`src/rtl/ps2_pkg.sv`:
```
// ps2_pkg: scan-code constants and receive-FSM encoding shared by the PS/2 decoder
// and the snake controller.
`default_nettype none

package ps2_pkg;

    localparam logic [7:0] S   = 8'h1B;
    localparam logic [7:0] P   = 8'h4D;
    localparam logic [7:0] R   = 8'h2D;
    localparam logic [7:0] ESC = 8'h76;
    localparam logic [7:0] Rt  = 8'h74;
    localparam logic [7:0] Lf  = 8'h6B;
    localparam logic [7:0] Up  = 8'h75;
    localparam logic [7:0] Dn  = 8'h72;
    localparam logic [7:0] E0  = 8'hE0;
    localparam logic [7:0] F0  = 8'hF0;

    typedef enum logic [1:0] {
        IDLE  = 2'd0,
        SHIFT = 2'd1,
        CHECK = 2'd2
    } rx_state_t;

    // Bit order of the key-level vector: start, pause, resume, stop, up, dn, lf, rt.
    function automatic logic [7:0] key_mask(input logic [7:0] code);
        logic [7:0] m;
        m = 8'h00;
        case (code)
            S:       m = 8'h01;
            P:       m = 8'h02;
            R:       m = 8'h04;
            ESC:     m = 8'h08;
            Up:      m = 8'h10;
            Dn:      m = 8'h20;
            Lf:      m = 8'h40;
            Rt:      m = 8'h80;
            default: m = 8'h00;
        endcase
        return m;
    endfunction

endpackage

`default_nettype wire

```
`src/rtl/ps2_clk_filter.sv`:
```
// ps2_clk_filter: synchronises the PS/2 lines, debounces the clock over FILTER_LEN
// samples and emits a one-cycle strobe on each filtered falling edge.
`default_nettype none

module ps2_clk_filter #(
    parameter int FILTER_LEN = 8
) (
    input  logic clk_i,
    input  logic rst_i,
    input  logic ps2_clk_i,
    input  logic ps2_data_i,
    output logic fall_o,
    output logic data_o
);

    localparam int CNT_W = $clog2(FILTER_LEN + 1);

    logic [1:0]       clk_sync_q;
    logic [1:0]       data_sync_q;
    logic             filt_q, filt_d;
    logic [CNT_W-1:0] cnt_q, cnt_d;
    logic             fall_q;

    // Any sample equal to the current filtered level restarts the run count.
    always_comb begin
        filt_d = filt_q;
        cnt_d  = '0;
        if (clk_sync_q[1] != filt_q) begin
            if (cnt_q == CNT_W'(FILTER_LEN - 1)) begin
                filt_d = clk_sync_q[1];
            end else begin
                cnt_d = cnt_q + CNT_W'(1);
            end
        end
    end

    always_ff @(posedge clk_i or posedge rst_i) begin
        if (rst_i) begin
            clk_sync_q  <= 2'b11;
            data_sync_q <= 2'b11;
            filt_q      <= 1'b1;
            cnt_q       <= '0;
            fall_q      <= 1'b0;
        end else begin
            clk_sync_q  <= {clk_sync_q[0], ps2_clk_i};
            data_sync_q <= {data_sync_q[0], ps2_data_i};
            filt_q      <= filt_d;
            cnt_q       <= cnt_d;
            fall_q      <= filt_q & ~filt_d;
        end
    end

    assign fall_o = fall_q;
    assign data_o = data_sync_q[1];

endmodule

`default_nettype wire

```
`src/rtl/ps2_key_decoder.sv`:
```
// ps2_key_decoder: PS/2 frame receiver and make/break decoder driving held key levels.
// Optional saturating error counter port err_cnt when PS2_KEY_DECODER_ERR_CNT_EN is defined.
`default_nettype none

module ps2_key_decoder
    import ps2_pkg::*;
#(
    parameter int FILTER_LEN    = 8,
    parameter int FRAME_TIMEOUT = 200000
) (
    input  logic       clk100Mhz,
    input  logic       reset,
    input  logic       ps2_clk,
    input  logic       ps2_data,
    output logic [7:0] scan_code,
    output logic       code_valid,
    output logic       frame_err,
    output logic       key_start,
    output logic       key_pause,
    output logic       key_resume,
    output logic       key_stop,
    output logic       key_up,
    output logic       key_dn,
    output logic       key_lf,
    output logic       key_rt
`ifdef PS2_KEY_DECODER_ERR_CNT_EN
    ,
    output logic [7:0] err_cnt
`endif
);

    localparam int TMO_W = $clog2(FRAME_TIMEOUT + 1);

    logic strobe;
    logic rx_data;

    rx_state_t        state_q, state_d;
    logic [3:0]       bitcnt_q, bitcnt_d;
    logic [9:0]       shift_q, shift_d;
    logic [TMO_W-1:0] tmo_q, tmo_d;
    logic [7:0]       scan_q, scan_d;
    logic             valid_q, valid_d;
    logic             err_q, err_d;
    logic             ext_q, ext_d;
    logic             brk_q, brk_d;
    logic [7:0]       keys_q, keys_d;
    logic [7:0]       hit_mask;

    ps2_clk_filter #(
        .FILTER_LEN(FILTER_LEN)
    ) u_filter (
        .clk_i     (clk100Mhz),
        .rst_i     (reset),
        .ps2_clk_i (ps2_clk),
        .ps2_data_i(ps2_data),
        .fall_o    (strobe),
        .data_o    (rx_data)
    );

    assign hit_mask = key_mask(scan_q);

    always_comb begin
        state_d  = state_q;
        bitcnt_d = bitcnt_q;
        shift_d  = shift_q;
        tmo_d    = tmo_q;
        scan_d   = scan_q;
        valid_d  = 1'b0;
        err_d    = 1'b0;
        ext_d    = ext_q;
        brk_d    = brk_q;
        keys_d   = keys_q;

        case (state_q)
            IDLE: begin
                tmo_d = '0;
                if (strobe && !rx_data) begin
                    state_d  = SHIFT;
                    bitcnt_d = 4'd1;
                end
            end
            SHIFT: begin
                // A strobe landing on the terminal count still counts as progress.
                if (strobe) begin
                    shift_d  = {rx_data, shift_q[9:1]};
                    tmo_d    = '0;
                    bitcnt_d = bitcnt_q + 4'd1;
                    if (bitcnt_q == 4'd10) begin
                        state_d = CHECK;
                    end
                end else if (tmo_q == TMO_W'(FRAME_TIMEOUT)) begin
                    err_d   = 1'b1;
                    tmo_d   = '0;
                    state_d = IDLE;
                end else begin
                    tmo_d = tmo_q + TMO_W'(1);
                end
            end
            CHECK: begin
                // shift_q holds {stop, parity, data[7:0]}; odd parity over data+parity.
                if ((^shift_q[8:0]) && shift_q[9]) begin
                    scan_d  = shift_q[7:0];
                    valid_d = 1'b1;
                end else begin
                    err_d = 1'b1;
                end
                state_d = IDLE;
            end
            default: state_d = IDLE;
        endcase

        if (err_q) begin
            ext_d = 1'b0;
            brk_d = 1'b0;
        end else if (valid_q) begin
            if (scan_q == E0) begin
                ext_d = 1'b1;
            end else if (scan_q == F0) begin
                brk_d = 1'b1;
            end else begin
                keys_d = brk_q ? (keys_q & ~hit_mask) : (keys_q | hit_mask);
                ext_d  = 1'b0;
                brk_d  = 1'b0;
            end
        end
    end

    always_ff @(posedge clk100Mhz or posedge reset) begin
        if (reset) begin
            state_q  <= IDLE;
            bitcnt_q <= 4'd0;
            shift_q  <= 10'd0;
            tmo_q    <= '0;
            scan_q   <= 8'h00;
            valid_q  <= 1'b0;
            err_q    <= 1'b0;
            ext_q    <= 1'b0;
            brk_q    <= 1'b0;
            keys_q   <= 8'h00;
        end else begin
            state_q  <= state_d;
            bitcnt_q <= bitcnt_d;
            shift_q  <= shift_d;
            tmo_q    <= tmo_d;
            scan_q   <= scan_d;
            valid_q  <= valid_d;
            err_q    <= err_d;
            ext_q    <= ext_d;
            brk_q    <= brk_d;
            keys_q   <= keys_d;
        end
    end

`ifdef PS2_KEY_DECODER_ERR_CNT_EN
    logic [7:0] errcnt_q;

    always_ff @(posedge clk100Mhz or posedge reset) begin
        if (reset) begin
            errcnt_q <= 8'd0;
        end else if (err_q && errcnt_q != 8'hFF) begin
            errcnt_q <= errcnt_q + 8'd1;
        end
    end

    assign err_cnt = errcnt_q;
`endif

    assign scan_code  = scan_q;
    assign code_valid = valid_q;
    assign frame_err  = err_q;
    assign key_start  = keys_q[0];
    assign key_pause  = keys_q[1];
    assign key_resume = keys_q[2];
    assign key_stop   = keys_q[3];
    assign key_up     = keys_q[4];
    assign key_dn     = keys_q[5];
    assign key_lf     = keys_q[6];
    assign key_rt     = keys_q[7];

endmodule

`default_nettype wire
```
`config.mk`:
```
export PLATFORM = sky130hd
export DESIGN_NAME = ps2_key_decoder
export DESIGN_NICKNAME = d
export VERILOG_FILES = /design/src/rtl/ps2_pkg.sv /design/src/rtl/ps2_clk_filter.sv /design/src/rtl/ps2_key_decoder.sv
export SDC_FILE = /design/constraint.sdc
export NUM_CORES = 1
export LEC_CHECK = 0
export ABC_AREA = 1
export CORE_ASPECT_RATIO = 0.9
export CORE_MARGIN = 2
export CORE_UTILIZATION = 50
export CTS_BUF_LIST = sky130_fd_sc_hd__clkbuf_16
export DETAILED_ROUTE_END_ITERATION = 6
export PLACE_DENSITY = 0.74
export SETUP_SLACK_MARGIN = 0.05
export SLEW_MARGIN = 20
export SYNTH_ARGS = -nofsm -noshare
export SYNTH_HDL_FRONTEND = slang
export SYNTH_SLANG_ARGS = --single-unit
```
`constraint.sdc`:
```
create_clock -name clk100Mhz -period 2.2 [get_ports clk100Mhz]
set_input_delay 0.22 -clock clk100Mhz [delete_from_list [all_inputs] [get_ports clk100Mhz]]
set_output_delay 0.22 -clock clk100Mhz [all_outputs]
set_load 0.05 [all_outputs]
```
==> impl_metrics.json <==
{
  "cts_htree_levels": 3,
  "slowest_stage": "clkdlybuf4s50_1",
  "yosysTopAreaCellShare_pct": 44.91,
  "post_drt_wl_per_cell_um": 11.93,
  "grt_overflow": 0,
  "areaGrowthSynthToFinish_pct": 18.54,
  "nets": 435,
  "die_h_um": 80.27,
  "cts-buffers-inserted": 9,
  "synth-warning-count": 0,
  "syn-cell-area_um2": 3232,
  "synth_seq_area_share_pct": 48.97,
  "fmax_ghz": 0.5400,
  "critical_path.top_delay_family": "buffers and inverters",
  "synth_area_leader_cell": "dfrtp_1",
  "worst_hold_slack_ns": 0.2623,
  "dp_hpwl_um": 4315,
  "timing.setup.tns_ns": 0,
  "drc": 0,
  "setup_violations": 0,
  "outcome": "complete, no violations",
  "grt_util_all_layers_pct": 19.26,
  "grt_pass1_wl_um": 10500,
  "drt_iter0_drc": 162,
  "avgSynthCellArea_um2": 8.287,
  "ys.flop_type": "dfrtp_1",
  "n_antenna_cell": 0,
  "yosysMostFrequentCell": "nand2_1",
  "ys_ff_latch": 63,
  "antenna_found_initial": 0,
  "clk_pin_slew_ns": 0.05,
  "endpoint_kind": "output pin",
  "p_per_area_nw_per_um2": 950.2,
  "worstPathCellList": "clkdlybuf4s50_1",
  "syn_nets": 402,
  "drv_cap": 0,
  "worst_pin_slew_ns": 0.5044,
  "critical-path-max-stage-delay_ns": 0.85,
  "cts_setup_buffers": 0,
  "synth_area_leaders": "dfrtp_1 (45%), nand2_1 (13%), inv_1 (5.5%)",
  "drive_gt1_share_pct": 11.68,
  "synth.distinct_cells": 35,
  "routed_wl_um": 6143,
  "dieWidth_um": 88.75,
  "clock_latency_ns": 0.33,
  "p_leak_nw": 1.733,
  "dr.pass1.iters": 4,
  "root_buffer": "clkbuf_16",
  "grt_max_degree": 64,
  "crit_buf_inv": 1,
  "fin_worst_skew_ns": 0.007934,
  "grt_pass1_vias": 2401,
  "path_max_fanout": 6,
  "worstPathArrival_ns": 1.63,
  "worstSetupPathType": "flip-flop to output pin",
  "fp-row-count": 27,
  "antenna_left": 0,
  "core_um2": 6182,
  "ir_drop_v": 0.0007978,
  "hold_violations": 0,
  "vias_per_cell": 5.043,
  "async_flop_share_pct": 100.0,
  "synth_edf_count": 0,
  "die_area_um2": 7124,
  "pin_count": 22,
  "fillCellCount": 518,
  "cp_data_required_time_ns": 1.98,
  "period_share_pct": 84.17,
  "clock_sinks": 63,
  "dr_total_vias": 2597,
  "slew_violations": 0,
  "hold_buffers": 0,
  "synthTopCellsByCount": "nand2_1 (115), dfrtp_1 (58), inv_1 (47), nor2_1 (30), o21ai_0 (20)",
  "rsz0062_at_grt": "no",
  "fin_crit_ns": 1.852,
  "start_util_pct": 52.28,
  "post_cts_resized": 0,
  "seq_area_um2": 1583,
  "cts_tree": "done",
  "netlist_instances": 390,
  "clock_path_buffers": 2,
  "hold_class": "primary input to async pin",
  "relSlewSlack_pct": 66.02,
  "cp-start-kind": "flip-flop",
  "place.gp.congestion": 0.8302,
  "port_buffers": 21,
  "multi_input_area_um2": 1439
}
[placed cells by master, fill, tap and decap left out, types with 2 or more instances in the layout]
cell type        Yosys  layout
a21oi_1              9       9
a31oi_1              2       2
buf_4                0       3
clkbuf_16            0       9
clkdlybuf4s50_1      0      21
clkinv_1             1       5
dfrtp_1             58      58
dfstp_2              5       5
ha_1                 8       8
inv_1               47      47
inv_2                3       4
nand2_1            115     115
nand2_2              4       4
nand3_1             18      18
nand3_2              6       6
nand3b_1             2       2
nand4_1              6       6
nor2_1              30      30
nor2_4               3       3
nor3_1               8       8
nor3_2               4       4
nor4_1               3       3
o21ai_0             20      20
o21ai_1              9       9
o21ai_2              2       2
o22ai_1              5       5
xnor2_1              3       3
xor2_1               8       8
[worst reg2reg max path: cells and delay by family (launching register included)]
kind,cells,cell delay (ns)
flip-flops,1,0.36
adder cells (fa/ha/maj),1,0.27
buffers and inverters,2,0.34
AND/OR/NAND/NOR,3,0.52
XOR/XNOR,1,0.16
AO/OA/AOI/OAI,1,0.05
[cell families after synthesis]
logic type	synth area share (%)
adder cells (fa/ha/maj)	3.097
flip-flops	48.97
buffers and inverters	6.504
AND/OR/NAND/NOR	30.66
XOR/XNOR	2.981
AO/OA/AOI/OAI	7.782
[report_power, final]
| group | internal, W | leakage [nW] | switching (W) | total [W] |
|---|---|---|---|---|
| clock network | 0.000737 | 0.127 | 0.000474 | 0.00121 |
| registers | 0.00130 | 0.850 | 0.000125 | 0.00142 |
| logic | 0.000336 | 0.756 | 0.000669 | 0.00101 |
[path summary, 6_finish.rpt]
kind | slack [ns] | cells past startpoint | startpoint | to
setup / recovery | 0.35 | 1 | scan_code[1] | scan_code[1]
hold / removal | 0.26 | 3 | reset | tmo_q[6]
setup reg to reg | 0.38 | 8 | state_q[1] | tmo_q[12]
hold reg to reg | 0.35 | 0 | u_filter.data_sync_q[0] | u_filter.data_sync_q[1]
max in group asynchronous | 1.59 | 3 | reset | u_filter.data_sync_q[1]
min in group clk100Mhz | 0.30 | 1 | ps2_data | u_filter.data_sync_q[0]
[stage by stage]
stage          power, W  utilization [%]  instances  area, um2  worst slack (ns)
6_report       0.003640            61.97        515       3831            0.3482
4_1_cts        0.003674            61.97        515       3831            0.3363
3_3_place_gp   0.002398            57.82        499       3575            0.4839
3_5_place_dp   0.002444            57.82        499       3575            0.3884
5_1_grt        0.003870            61.97        515       3831            0.1640
2_1_floorplan  0.002212                -        390       3232            0.4185
[area by class of cell]
type | instances | share of cell area [%]
clock buffer | 9 | 5.879
inverter | 51 | 4.997
multi-input combinational | 273 | 37.56
clock inverter | 7 | 0.8165
timing repair buffer | 25 | 6.597
tap | 87 | 2.841
sequential | 63 | 41.31
[per-layer routing]
metal  routed length [um]  GRT usage [%]
met5                    0              0
met2                 2848          30.00
met1                 2938          24.90
met4                   67          6.515
met3                  288          6.783
(Power assumes the default switching activity.)
==> patch (config.mk and constraints unchanged) <==
`keys_q` no longer has a reset.
--- a/src/rtl/ps2_key_decoder.sv
+++ b/src/rtl/ps2_key_decoder.sv
@@ -137,5 +137,4 @@
             ext_q    <= 1'b0;
             brk_q    <= 1'b0;
-            keys_q   <= 8'h00;
         end else begin
             state_q  <= state_d;
@@ -148,6 +147,9 @@
             ext_q    <= ext_d;
             brk_q    <= brk_d;
-            keys_q   <= keys_d;
         end
+    end
+
+    always_ff @(posedge clk100Mhz) begin
+        keys_q <= keys_d;
     end
 
Function: same outputs for any inputs over 10 cycles, from zero or initial values and one cycle with reset high; that may be too few to reach the edited logic, so the function may still have changed.
==> patch against the unedited design <==
  * Register-to-register slack improved by 0.05 ns
  * Routed wire length decreased by 1.6%
  * Worst setup slack improved by 0.016 ns
  * Sequential cell count unchanged
  * Synthesized area decreased by 1.6%
  * Clock skew about the same
  * Fmax increased by 0.90%
  * Combinational power decreased by 6%
  * Non-clock buffer count unchanged
  * Critical path depth unchanged
  * First-iteration DRC count increased by 60%
  * Final area decreased by 0.46%
  * Global-route usage increased by 1.4 points
  * Total power increased by 2.4%
==> patch: results (changes against the unedited design) <==
| Metric | Value |
|---|---|
| Outcome | finished, final reports clean (unchanged) |
| Half-perimeter wire length of the detailed placement result | 4431 um (was 4315 um) |
| Share of the synthesized netlist area taken by xor and xnor gates | 3.580% (was 2.981%) |
| Post-synthesis adder-cell area fraction | 3.147% (was 3.097%) |
| Fraction of the mapped netlist area in compound gates | 5.350% (was 7.782%) |
| Via Count | 2,521 (was 2,597) |
| Top cells by instance count after synthesis | 104 x sky130_fd_sc_hd__nand2_1, 52 x sky130_fd_sc_hd__inv_1, 50 x sky130_fd_sc_hd__dfrtp_1 (was 115 x sky130_fd_sc_hd__nand2_1, 58 x sky130_fd_sc_hd__dfrtp_1, 47 x sky130_fd_sc_hd__inv_1) |
| Leak Pwr | 1.754 nW (was 1.733 nW) |
| Distinct cells, synth | 34 (was 35) |
| Slowest cell on the critical path | sky130_fd_sc_hd__clkdlybuf4s50_1 (unchanged) |
| CP max FO | 7 (was 6) |
| Clock input transition at the sequential cells of the worst setup and hold paths | 0.05 ns (about the same) |
| Maximum vdd ir drop | 679.1 uV (was 797.8 uV) |
| Fill cell count | 546 (was 518) |
| Total cell area at the placement stage | 3533 um^2 (was 3575 um^2) |
| Async set or reset register ratio after synthesis | 87.30% (was 100.0%) |
| Number of flops mapped to enable cells by yosys | 8 (was 0) |
| GPL Wtd Cong | 0.8713 (was 0.8302) |
| Largest net degree at the start of global routing | 23 (was 64) |
| Proportion of layout cells with a drive suffix above 1 | 10.07% (was 11.68%) |
| First-pass GRT wire length | 11,160 um (was 10,500 um) |
| Proportion of synthesized chip area in sequential cells | 51.02% (was 48.97%) |
| Ranking of synthesized cells by area | sky130_fd_sc_hd__dfrtp_1 39%, sky130_fd_sc_hd__nand2_1 12%, sky130_fd_sc_hd__edfxtp_1 7.6%, sky130_fd_sc_hd__inv_1 6.1%, sky130_fd_sc_hd__nor2_1 5.3% (was sky130_fd_sc_hd__dfrtp_1 45%, sky130_fd_sc_hd__nand2_1 13%, sky130_fd_sc_hd__inv_1 5.5%, sky130_fd_sc_hd__dfstp_2 4.1%, sky130_fd_sc_hd__nor2_1 3.5%) |
| Number of buffers on the longest clock path | 2 (unchanged) |
| Number of DRC markers after the initial detailed-route iteration | 260 (was 162) |
| Total detailed-routing wirelength | 6046 um (was 6143 um) |
| Crit-path max cell delay | 0.85 ns (about the same) |
| Final Net Count | 424 (was 435) |
| Worst slew slack as a fraction of its limit | 66.42% (was 66.02%) |
| Overall routing resource usage | 20.65% (was 19.26%) |
| Post-route clock skew | 0.008011 ns (was 0.007934 ns) |
| Net Count, Synth | 390 (was 402) |
-- patch: cell types whose count changed in the layout (fill, tap and decap cells not counted), sizes merged, moves of 2 or more --
cell and change:
nor2 +17, o21ai -13, dfrtp -8, a21oi -4, inv +4, clkinv -2
xnor2 +3, nand2 -12, edfxtp +8, nor4 -2
-- patch: final timing paths --
| check | from | endpoint | slack (ns) | cells past startpoint |
|---|---|---|---|---|
| worst min-delay path | reset | code_valid | 0.24 | 2 |
| worst max register to register | state_q[1] | bitcnt_q[3] | 0.43 | 8 |
| worst min register to register | u_filter.data_sync_q[0] | u_filter.data_sync_q[1] | 0.35 | 0 |
| worst max-delay path | scan_code[0] | scan_code[0] | 0.36 | 1 |
| min in group clk100Mhz | ps2_clk | u_filter.clk_sync_q[0] | 0.30 | 1 |
| max in group asynchronous | reset | u_filter.clk_sync_q[1] | 1.39 | 3 |
-- patch: kinds of logic after synthesis --
| family | Yosys count |
|---|---|
| AOI/OAI and AO/OA | 31 |
| DFF | 63 |
| and+or+nand+nor | 208 |
| xor gates and xnor gates | 13 |
| adders and majority gates | 8 |
| buffers and inverters | 55 |
-- patch: final cells by class --
cell class | count | area share [%]
flip-flops and latches | 63 | 42.55
multi-input cells | 260 | 35.40
repair buffers | 25 | 6.627
clock buffers | 9 | 5.906
inverters | 53 | 5.217
well taps | 87 | 2.854
clock inverters | 7 | 1.444
-- patch: per-layer routing --
metal	up-vias	GRT usage (%)	part of all wire (%)
met5	-	0	0
met4	0	5.758	0.96
met3	7	6.929	5.3
met2	54	32.88	48
met1	1188	27.03	46
li1	1272	-	-
-- patch: power breakdown --
part / leakage [nW] / switching [mW] / internal, mW
Sequential: 0.832 / 0.132 / 1.32
Clock: 0.146 / 0.468 / 0.855
Combinational: 0.776 / 0.634 / 0.317
Total: 1.75 / 1.23 / 2.49
-- patch: through the flow --
| stage | hold slack (ns) | std cells | worst slack (ns) | utilization, % | total power [mW] |
|---|---|---|---|---|---|
| finish | 0.2380 | 504 | 0.3647 | 62.03 | 3.728 |
| global route | 0.2916 | 504 | 0.2343 | 62.03 | 3.985 |
| CTS | 0.2514 | 504 | 0.3602 | 62.03 | 3.760 |
| detailed placement | 0.3470 | 488 | 0.4625 | 57.47 | 2.418 |
| global placement | 0.3454 | 488 | 0.5823 | 57.47 | 2.372 |
| floorplan | 0.2245 | 378 | 0.4496 | - | 2.187 |
